### config.mk
export PLATFORM = sky130hd
export DESIGN_NAME = fft_acc_ram_loader
export DESIGN_NICKNAME = d
export VERILOG_FILES = /design/src/rtl/fft_acc_ram_loader.sv
export SDC_FILE = /design/constraint.sdc
export NUM_CORES = 1
export LEC_CHECK = 0
export ABC_AREA = 1
export CORE_MARGIN = 4
export CORE_UTILIZATION = 40
export CTS_CLUSTER_DIAMETER = 50
export DETAILED_ROUTE_END_ITERATION = 8
export PLACE_DENSITY = 0.6
export SKIP_CTS_REPAIR_TIMING = 1
export SYNTH_ARGS = -nofsm -noshare
export SYNTH_HDL_FRONTEND = slang
export SYNTH_SLANG_ARGS = --single-unit
### constraint.sdc
create_clock -name clk -period 5.9 [get_ports clk]
set_clock_uncertainty 0.2 [all_clocks]
set_input_delay 1.18 -clock clk [delete_from_list [all_inputs] [get_ports clk]]
set_output_delay 1.18 -clock clk [all_outputs]
set_load 0.02 [all_outputs]
### src/rtl/fft_acc_ram_loader.sv
// Streams bytes into a 32-bit word RAM (little-endian packing), then reads the
// region back and compares a byte checksum against the one taken on the way in.

module fft_acc_ram_loader_lane (
  input  logic       clk,
  input  logic       reset_n,
  input  logic       clr,
  input  logic       ld,
  input  logic [7:0] din,
  input  logic       rb_en,
  input  logic [7:0] rb_byte,
  output logic [7:0] q,
  output logic [7:0] rb_q
);
  always_ff @(posedge clk or negedge reset_n) begin
    if (!reset_n)  q <= '0;
    else if (clr)  q <= '0;
    else if (ld)   q <= din;
  end

  // Readback lanes outside the word's mask contribute nothing to the sum.
  assign rb_q = rb_en ? rb_byte : 8'h00;
endmodule

module fft_acc_ram_loader #(
  parameter int ADDR_W = 13,
  parameter int DEPTH  = 8192,
  parameter int CNT_W  = 16
) (
  input  logic              clk,
  input  logic              reset_n,
  input  logic              start,
  input  logic [ADDR_W-1:0] start_addr,
  input  logic [CNT_W-1:0]  byte_count,
  input  logic [7:0]        in_data,
  input  logic              in_valid,
  output logic              in_ready,
  input  logic              reset_req,
  output logic [ADDR_W-1:0] ram_address,
  output logic [3:0]        ram_byteenable,
  output logic              ram_chipselect,
  output logic              ram_write,
  output logic [31:0]       ram_writedata,
  output logic              ram_clken,
  input  logic [31:0]       ram_readdata,
  output logic              busy,
  output logic              done,
  output logic              error,
  output logic              verify_err,
  output logic [31:0]       checksum
);
  localparam int NUM_LANES = 4;
  localparam int NW_W      = CNT_W + 1;
  localparam int SUM_W     = ((NW_W > ADDR_W) ? NW_W : ADDR_W) + 1;

  typedef enum logic [2:0] {S_IDLE, S_CHECK, S_FILL, S_WRITE, S_VERIFY} state_t;

  typedef struct packed {
    logic                 cs;
    logic                 we;
    logic [ADDR_W-1:0]    addr;
    logic [NUM_LANES-1:0] be;
  } ram_req_t;

  state_t                        state_q, state_d;
  ram_req_t                      req;
  logic [ADDR_W-1:0]             base_q, cur_q, vaddr_q;
  logic [CNT_W-1:0]              cnt_q, left_q;
  logic [NW_W-1:0]               nw_in, nw_q, vleft_q;
  logic [1:0]                    lane_q;
  logic [NUM_LANES-1:0]          wr_be_q, last_be_q, last_be_in, rd_mask_q;
  logic                          rd_vld_q, rd_last_q;
  logic [31:0]                   rb_sum_q, rb_add;
  logic [NUM_LANES-1:0][7:0]     word_q, rb_lane;
  logic                          accept, fire, wr_go, rd_issue, rd_take, range_err;

  assign accept    = (state_q == S_IDLE) && start;
  assign nw_in     = (NW_W'(byte_count) + NW_W'(3)) >> 2;
  assign range_err = (SUM_W'(base_q) + SUM_W'(nw_q)) > SUM_W'(DEPTH);

  always_comb begin
    unique case (byte_count[1:0])
      2'd1:    last_be_in = 4'b0001;
      2'd2:    last_be_in = 4'b0011;
      2'd3:    last_be_in = 4'b0111;
      default: last_be_in = 4'b1111;
    endcase
  end

  for (genvar i = 0; i < NUM_LANES; i++) begin : g_lane
    fft_acc_ram_loader_lane u_lane (
      .clk     (clk),
      .reset_n (reset_n),
      .clr     (wr_go || accept),
      .ld      (fire && (lane_q == 2'(i))),
      .din     (in_data),
      .rb_en   (rd_mask_q[i]),
      .rb_byte (ram_readdata[8*i +: 8]),
      .q       (word_q[i]),
      .rb_q    (rb_lane[i])
    );
  end

  always_comb begin
    rb_add = '0;
    for (int i = 0; i < NUM_LANES; i++) rb_add = rb_add + 32'(rb_lane[i]);
  end

  always_ff @(posedge clk or negedge reset_n) begin
    if (!reset_n) state_q <= S_IDLE;
    else          state_q <= state_d;
  end

  always_comb begin
    state_d  = state_q;
    in_ready = 1'b0;
    req      = '0;
    fire     = 1'b0;
    wr_go    = 1'b0;
    rd_issue = 1'b0;
    rd_take  = 1'b0;
    unique case (state_q)
      S_IDLE: if (start) state_d = S_CHECK;
      S_CHECK: begin
        if (range_err || (cnt_q == '0)) state_d = S_IDLE;
        else                            state_d = S_FILL;
      end
      S_FILL: begin
        in_ready = 1'b1;
        fire     = in_valid;
        if (fire && ((lane_q == 2'd3) || (left_q == CNT_W'(1)))) state_d = S_WRITE;
      end
      S_WRITE: begin
        req.cs   = 1'b1;
        req.we   = 1'b1;
        req.addr = cur_q;
        req.be   = wr_be_q;
        // reset_req stalls the RAM clock, so the request is simply held.
        if (!reset_req) begin
          wr_go   = 1'b1;
          state_d = (left_q == '0) ? S_VERIFY : S_FILL;
        end
      end
      S_VERIFY: begin
        req.cs   = (vleft_q != '0);
        req.addr = vaddr_q;
        rd_issue = req.cs && !reset_req;
        rd_take  = rd_vld_q && !reset_req;
        if (rd_take && rd_last_q) state_d = S_IDLE;
      end
      default: state_d = S_IDLE;
    endcase
  end

  assign ram_chipselect = req.cs;
  assign ram_write      = req.we;
  assign ram_address    = req.addr;
  assign ram_byteenable = req.be;
  assign ram_writedata  = req.we ? word_q : 32'h0;
  assign ram_clken      = 1'b1;

  always_ff @(posedge clk or negedge reset_n) begin
    if (!reset_n) begin
      base_q     <= '0;
      cur_q      <= '0;
      vaddr_q    <= '0;
      cnt_q      <= '0;
      left_q     <= '0;
      nw_q       <= '0;
      vleft_q    <= '0;
      lane_q     <= '0;
      wr_be_q    <= '0;
      last_be_q  <= '0;
      rd_mask_q  <= '0;
      rd_vld_q   <= 1'b0;
      rd_last_q  <= 1'b0;
      rb_sum_q   <= '0;
      busy       <= 1'b0;
      done       <= 1'b0;
      error      <= 1'b0;
      verify_err <= 1'b0;
      checksum   <= '0;
    end else begin
      done <= 1'b0;
      if (accept) begin
        base_q     <= start_addr;
        cur_q      <= start_addr;
        cnt_q      <= byte_count;
        left_q     <= byte_count;
        nw_q       <= nw_in;
        last_be_q  <= last_be_in;
        lane_q     <= '0;
        wr_be_q    <= '0;
        rb_sum_q   <= '0;
        error      <= 1'b0;
        verify_err <= 1'b0;
        checksum   <= '0;
        busy       <= 1'b1;
      end
      if (state_q == S_CHECK) begin
        if (range_err) begin
          error <= 1'b1;
          done  <= 1'b1;
          busy  <= 1'b0;
        end else if (cnt_q == '0) begin
          done <= 1'b1;
          busy <= 1'b0;
        end
      end
      if (fire) begin
        checksum <= checksum + 32'(in_data);
        left_q   <= left_q - CNT_W'(1);
        lane_q   <= lane_q + 2'd1;
        wr_be_q  <= {wr_be_q[NUM_LANES-2:0], 1'b1};
      end
      if (wr_go) begin
        cur_q   <= cur_q + ADDR_W'(1);
        lane_q  <= '0;
        wr_be_q <= '0;
        if (left_q == '0) begin
          vaddr_q  <= base_q;
          vleft_q  <= nw_q;
          rd_vld_q <= 1'b0;
        end
      end
      if (rd_issue) begin
        vaddr_q   <= vaddr_q + ADDR_W'(1);
        vleft_q   <= vleft_q - NW_W'(1);
        rd_last_q <= (vleft_q == NW_W'(1));
        rd_mask_q <= (vleft_q == NW_W'(1)) ? last_be_q : 4'b1111;
      end
      if ((state_q == S_VERIFY) && !reset_req) rd_vld_q <= rd_issue;
      if (rd_take) begin
        rb_sum_q <= rb_sum_q + rb_add;
        if (rd_last_q) begin
          verify_err <= ((rb_sum_q + rb_add) != checksum);
          done       <= 1'b1;
          busy       <= 1'b0;
        end
      end
    end
  end
endmodule
# After elaboration in Yosys (flattened, before gate mapping)
# Cells that the tools add are included.
# word_totals
regBits,222
inputBits,74
output_inout_bits,89
elab_cells,159
# classes
add_sub_neg,12
n_lt_le_gt_ge,1
eq_ne,17
n_mux,71
reduce_logical,34
# op_table
operator,count
32-bit 2-to-1 mux,4
8-bit 2-to-1 mux,12
13-bit 2-to-1 mux,5
17-bit 2-to-1 mux,3
32-bit by 11-bit adder with 32-bit output,1
32-bit by 8-bit adder with 32-bit output,1
16-bit logical NOT,2
16-bit 2-to-1 mux,2
32-bit != test,1
1-bit 2-to-1 mux,27
"13-bit by 1-bit adder with 13-bit output, second input constant",2
13-bit one-hot mux with 2 select lines,1
2-bit nonzero test,11
4-bit 2-to-1 mux,5
"16-bit by 2-bit adder with 17-bit output, second input constant",1
"17-bit by 1-bit == test with 1-bit output, second input constant",1
17-bit nonzero test,1
"17-bit by 1-bit subtractor with 17-bit output, second input constant",1
13-bit by 15-bit adder with 16-bit output,1
"16-bit by 1-bit == test with 1-bit output, second input constant",1
"16-bit by 14-bit greater-than comparator with 1-bit output, second input constant",1
"16-bit by 1-bit subtractor with 16-bit output, second input constant",1
3-bit 2-to-1 mux,5
3-bit one-hot mux with 5 select lines,1
21 further kinds,44

# Longest topological paths before layout
# Gate-level depths: netlist (run 1).
# logic_depth
ltp_word,8
ltp_mapped,27
depth_no_buf,26

# Modules after synthesis
# A second synthesis (run 1) with hierarchy kept.
# hier_totals
hier_cells,2156
area_unflattened_um2,15204.6
# modules_own_cells
module,instances,cells_per_inst,area_each_um2,seq_area_each_um2
fft_acc_ram_loader,1,1948,13603.0,4754.6
fft_acc_ram_loader_lane,4,52,400.4,200.2

# Worst setup path before layout (run 1)
# No wires, ideal clock.
# synth_path
path_type,input to register
from,input port ram_readdata[1]
to,register verify_err
setup_ns,0.117
arrival_ns,4.553
setup_slack_ns,1.030
cell_stages,23
cell_sequence,nand2_1 -> fa_1 -> fa_1 -> fa_1 -> inv_1 -> ha_1 -> fa_1 -> nand2_1 -> nand2_1 -> nand3_1 -> nand2_1 -> nand2_1 -> nand2_2 -> nand2_1 -> nand2_1 -> nand2_1 -> nand2_1 -> nor2_1 -> nand3_1 -> nor2_1 -> nand3_1 -> nand2_1 -> nand2_1
# synth_via
elab_chain_cells,8
# synth_lines
element,line_no,text
from (decl),45,"input logic [31:0] ram_readdata,"
8-bit 2-to-1 mux,22,assign rb_q = rb_en ? rb_byte : 8'h00;
8-bit by 8-bit adder with 9-bit output,106,for (int i = 0; i < NUM_LANES; i++) rb_add = rb_add + 32'(rb_lane[i]);
9-bit by 8-bit adder with 10-bit output,106,
10-bit by 8-bit adder with 11-bit output,106,
32-bit by 11-bit adder with 32-bit output,236,verify_err <= ((rb_sum_q + rb_add) != checksum);
32-bit != test,236,
1-bit 2-to-1 mux,235,if (rd_last_q) begin
1-bit 2-to-1 mux,233,if (rd_take) begin
to (signal assigned),236,
to (decl),49,"output logic verify_err,"
# Every way passes these cells.
# A chain may end at the register's enable or synchronous reset.

# Final worst setup path (run 1)
# Same ends and word-level chain as after synthesis.

==> flow_summary.ini, run 1 <==
[synthesis]
syn_avg_cell_area_um2 = 7.11
yosysWarnings = 0
syn_nets = 2237
netlist_top_cells_area = dfrtp_1 (37%), nand2_1 (15%), inv_1 (8.9%)
synthCells = 2090
synth_edf_count = 0
synthArstFlopShare = 1.00
ys_ff_latch = 222
synth_top_cells_by_count = nand2_1 (585), inv_1 (351), dfrtp_1 (222)
yosysMostFrequentCell = nand2_1
synth-main-ff-cell = dfrtp_1
synthDistinctLibCells = 61
syn_area_mm2 = 0.0149
yosysSeqAreaShare = 0.374
synth_top_area_frac = 0.374
synth_top_area_cell = dfrtp_1

[setup_path]
path_cells = clkdlybuf4s50_1 -> nand2_1 -> fa_1 -> fa_1 -> fa_1 -> inv_1 -> ha_1 -> fa_1 -> nand3_1 -> nand3_1 -> nand3_1 -> nand3_2 -> nand2_1 -> nand2_1 -> nand3b_1 -> nand2_1 -> nor2_1 -> nand2_1 -> nor2_1 -> nand3_1 -> nand2_1 -> nand2_1
r2r_start = rd_mask_q[0]$_DFFE_PN0P_
ff2ff_path_depth = 21
start_kind = input port
path_class = in2reg
r2r-end = verify_err$_DFF_PN0_
worstPathRequired_ns = 6.13
r2r_slack_ns = 1.15
slowest_stage = fa_1
crit_fanout = 8
end_kind = flip-flop
arrival_ns = 5.47
critPathMaxStageDelay_ns = 0.54
path_common_cell = nand2_1

[detailed_routing]
ant_nets = 0
dr.pass1.iters = 6
wl_per_cell_um = 17.7
routed_wl_um = 48600
drc = 0
via_count = 14454
drt_iter0_drc = 1151
via_per_inst = 5.27

[global_routing]
grt_pass1_wl_um = 77300
grt_max_degree = 135
grt_pass1_vias = 14110
antenna_found_initial = 0
track_usage = 0.238
grt-ovfl-total = 0

[placement]
numPortBuffers = 161
dp_hpwl_um = 36900
gp_congestion = 0.921

[clock_network]
h-tree-depth = 2
cts_tree = built
clockBufferDepth = 3
clkTransAtPathRegs_ns = 0.05
clockRootBuffer = clkbuf_16
cts.sinks = 222
clkLatencyLatePin_ns = 0.53
cts_made_buffers = 34

[layout]
drive_above_1_share = 0.0545
finalNetCount = 2396
num_antenna_cells = 0
area_growth_pct = 21.7
fillerInstances = 3667

[timing]
rsz0062_at_grt = no
fin_tns_setup_ns = 0
max_slew.worst_pin.slew_ns = 1.00
final-hold-violation-count = 0
setup_viol = 0
max_freq_mhz = 191
slew_headroom = 0.327
finalCriticalPeriod_ns = 5.25
hold_ws_ns = 0.261
period_share = 0.889
drv_slew = 0

[die]
dieWidth_um = 201
fp.dieH_um = 201
io-pin-count = 163
num_rows = 70
start_util = 0.406
coreArea_mm2 = 0.0366
dieArea_mm2 = 0.0403

[hold_path]
min_path_type = reg2reg
min_path_cells = 1
hold_end = last_be_q[0]$_DFFE_PN0P_
min_from = last_be_q[0]$_DFFE_PN0P_

[pwr]
pwr-share-clk = 0.289
power_density_mw_per_mm2 = 396
p_comb_frac = 0.396
p_sw_w = 0.00297
pwr-share-seq = 0.316
p_int_w = 0.00419
p_leak_nw = 8.69
peakVddDrop_v = 0.000267
sw_frac_of_total = 0.415

[run_status]
status = finished, final reports clean

[job]
drv_cap = 0
metal layers:
layer | share of wire | vias to the layer above | global-route usage
li1 | - | 7041 | -
met1 | 0.46 | 6849 | 0.343
met2 | 0.44 | 476 | 0.370
met3 | 0.062 | 88 | 0.0336
met4 | 0.029 | 0 | 0.0779
met5 | 0 | - | 0
cell usage in the layout (no fill, tap or decap), types with 3 or more instances in the layout:
master,count
a21oi_1,30
a22oi_1,4
a31oi_1,5
buf_4,9
bufinv_16,3
clkbuf_1,5
clkbuf_16,35
clkbuf_8,5
clkdlybuf4s50_1,160
clkinv_2,5
clkinvlp_4,3
dfrtp_1,222
fa_1,25
ha_1,48
inv_1,351
inv_2,8
inv_6,4
nand2_1,585
nand2_2,10
nand3_1,188
nand3_2,5
nand3b_1,6
nand4_1,20
nor2_1,169
nor2_2,12
nor3_1,30
nor3_2,6
nor4_1,11
o211ai_1,20
o21a_1,3
o21ai_0,132
o21ai_1,10
o221ai_1,24
o22ai_1,38
o31ai_1,4
or2_1,3
xnor2_1,12
xor2_1,25
state kept, by name (all words and copies together) (netlist names), 13 cells and up:
name and cells:
checksum 32, g_lane.u_lane.q 32, rb_sum_q 32, vleft_q 17, cnt_q 16, left_q 16, nw_q 15, base_q 13
cur_q 13, vaddr_q 13
through the flow:
stage / setup slack (ns) / utilization / power, W / cells / area [µm²]
after floorplan: 1.03 / - / 0.00414 / 2090 / 14900
after global placement: 0.145 / 0.463 / 0.00504 / 2681 / 16900
after detailed placement: 0.148 / 0.463 / 0.00510 / 2681 / 16900
after CTS: 0.711 / 0.494 / 0.00721 / 2742 / 18100
after global routing: 0.370 / 0.494 / 0.00769 / 2742 / 18100
final: 0.652 / 0.494 / 0.00716 / 2742 / 18100
area by class of cell:
| cell class | count | area, µm² | share of cell area |
|---|---|---|---|
| clock inverter | 16 | 196 | 0.0109 |
| clock buffer | 45 | 963 | 0.0532 |
| sequential | 222 | 5560 | 0.307 |
| tap | 468 | 586 | 0.0324 |
| multi-input combinational | 1458 | 7730 | 0.427 |
| timing repair buffer | 171 | 1700 | 0.0942 |
| inverter | 362 | 1360 | 0.0752 |
power by group through the flow:
stage | Clock, W | Combinational (W) | Sequential (W)
floorplan | 0 | 0.00197 | 0.00217
detailed placement | 0 | 0.00282 | 0.00228
CTS | 0.00212 | 0.00284 | 0.00226
global placement | 0 | 0.00277 | 0.00227
finish | 0.00207 | 0.00283 | 0.00226
global route | 0.00218 | 0.00320 | 0.00231
worst max-delay path: cells and delay by family:
family / cells / cell delay [ns]
buffers and inverters: 2 / 0.49
adder cells (fa/ha/maj): 5 / 2.30
AND/OR/NAND/NOR: 15 / 1.50
worst max path at each step:
stage,from,end,depth (start not counted)
after floorplan,ram_readdata[1],verify_err$_DFF_PN0_,23
after detailed placement,ram_readdata[1],verify_err$_DFF_PN0_,22
after CTS,ram_readdata[1],verify_err$_DFF_PN0_,22
after global routing,ram_readdata[1],verify_err$_DFF_PN0_,24
final,ram_readdata[1],verify_err$_DFF_PN0_,22
after global placement,ram_readdata[4],verify_err$_DFF_PN0_,24
cells by family after synthesis:
kind of cell             share of synthesized area
AO/OA/AOI/OAI                                0.116
XOR/XNOR                                    0.0218
adder cells (fa/ha/maj)                     0.0741
buffers and inverters                        0.107
flip-flops                                   0.374
other                                     0.000252
AND/OR/NAND/NOR                              0.308
Power figures use the tool's default switching activity.
==> inputs of run 2 (changes only) <==
- MAX_ROUTING_LAYER: unset -> met4
==> flow_summary.ini, run 2 (synthesis results as in run 1) <==
[run_status]
status = finished, final reports clean

[timing]
period_share = 0.881
layout_setup_ws_ns = 0.700
slew_headroom = 0.316
hold_ws_ns = 0.266
rsz0062_at_grt = no
final-hold-violation-count = 0
setup_viol = 0
drv_slew = 0
finalCriticalPeriod_ns = 5.20
max_slew.worst_pin.slew_ns = 1.03
max_freq_mhz = 192
fin_tns_setup_ns = 0

[setup_path]
path_buf_inv = 2
ff2ff_path_depth = 23
arrival_ns = 5.45
path_delay_family = adder cells
crit_fanout = 4
path_common_cell = nand2_1
path_class = in2reg
end_kind = flip-flop
path_cells = clkdlybuf4s50_1 -> nand2_1 -> fa_1 -> fa_1 -> fa_1 -> inv_1 -> ha_1 -> fa_1 -> nand2_1 -> nand2_1 -> nand3_1 -> nand2_1 -> nand2_1 -> nand2_2 -> nand2_1 -> nand2_1 -> nand2_1 -> nand2_1 -> nor2_1 -> nand3_1 -> nor2_1 -> nand3_1 -> nand2_1 -> nand2_1
worstPathRequired_ns = 6.15
slowest_stage = fa_1
start_kind = input port
critPathMaxStageDelay_ns = 0.55
critical_path_depth = 24

[placement]
pre_cts_ws_ns = 0.163
dp_hpwl_um = 36700
gp_congestion = 0.929
numPortBuffers = 161

[detailed_routing]
wl_per_cell_um = 17.6
drt_iter0_drc = 945
dr.pass1.iters = 5
via_per_inst = 5.24
drc = 0
routed_wl_um = 48200
via_count = 14343
ant_nets = 0

[clock_network]
clkTransAtPathRegs_ns = 0.06
cts.sinks = 222
clkLatencyLatePin_ns = 0.57
h-tree-depth = 1
clockBufferDepth = 3
clockRootBuffer = clkbuf_16
cts_tree = built
cts_made_buffers = 31

[die]
dieArea_mm2 = 0.0403
io-pin-count = 163
dieWidth_um = 201
fp.dieH_um = 201
coreArea_mm2 = 0.0366
num_rows = 70
start_util = 0.406

[hold_path]
min_path_type = reg2reg
min_path_cells = 1

[layout]
area_growth_pct = 21.1
drive_above_1_share = 0.0529
final_cell_mix = nand2_1 (585), inv_1 (351), dfrtp_1 (222)
top_regs = checksum: 32 flops, g_lane.u_lane.q: 32 flops, rb_sum_q: 32 flops
finalNetCount = 2392
final_util = 0.492
final_common_cell = nand2_1
fillerInstances = 3682

[global_routing]
grt_pass1_wl_um = 77000
antenna_found_initial = 1
grt_max_degree = 131
grt-ovfl-total = 0
track_usage = 0.242
grt_pass1_vias = 13904

[pwr]
p_leak_nw = 8.65
power_density_mw_per_mm2 = 390
peakVddDrop_v = 0.000223

[job]
drv_cap = 0
run 2: cell types whose count changed in the layout (fill, tap and decap cells not counted), sizes merged:
cell    previous run  this run
clkbuf            45        40
bufinv             3         4
diode              0         1
inv              364       363
buf               11        10
run 2: stage by stage:
step           instance area [µm²]  std cells  total power [W]
2_1_floorplan                14900       2090          0.00414
3_3_place_gp                 16900       2680          0.00505
3_5_place_dp                 16900       2680          0.00509
4_1_cts                      18000       2736          0.00706
5_1_grt                      18000       2737          0.00759
6_report                     18000       2737          0.00702
run 2: area by class of cell:
class                   count  area (µm²)  share of cell area
clock inverters            16         206              0.0115
well taps                 468         586              0.0325
inverters                 362        1360              0.0755
diodes                      1        2.50            0.000139
clock buffers              40         870              0.0483
multi-input cells        1458        7730               0.429
repair buffers            170        1700              0.0942
flip-flops and latches    222        5560               0.308
run 2: where the power goes:
| part | total (W) | internal (W) | switching, W |
|---|---|---|---|
| Combinational | 0.00283 | 0.000994 | 0.00183 |
| Sequential | 0.00225 | 0.00190 | 0.000350 |
| Clock | 0.00193 | 0.00121 | 0.000722 |
| Total | 0.00702 | 0.00411 | 0.00291 |
run 2: final timing paths:
check | startpoint | end | slack (ns)
min | last_be_q[0]$_DFFE_PN0P_ | last_be_q[0]$_DFFE_PN0P_ | 0.27
max | ram_readdata[1] | verify_err$_DFF_PN0_ | 0.70
min in group asynchronous | reset_n | g_lane[0].u_lane.q[2]$_DFFE_PN0P_ | 0.52
max in group asynchronous | reset_n | done$_DFF_PN0_ | 3.82
max reg2reg | rd_mask_q[0]$_DFFE_PN0P_ | verify_err$_DFF_PN0_ | 1.16
min reg2reg | last_be_q[0]$_DFFE_PN0P_ | last_be_q[0]$_DFFE_PN0P_ | 0.27
run 2: worst register-to-register path: cells and delay by family (launching register included):
family        cells  cell delay, ns
fa+ha+maj         5            2.32
buf+inv           1            0.04
flops             1            0.55
simple gates     17            1.54
run 2: routing by layer:
metal / part of all wire / global-route usage / routed length [µm]
met1: 0.48 / 0.346 / 23000
met2: 0.45 / 0.371 / 21500
met3: 0.056 / 0.0321 / 2710
met4: 0.021 / 0.0536 / 1030
met5: 0 / - / 0
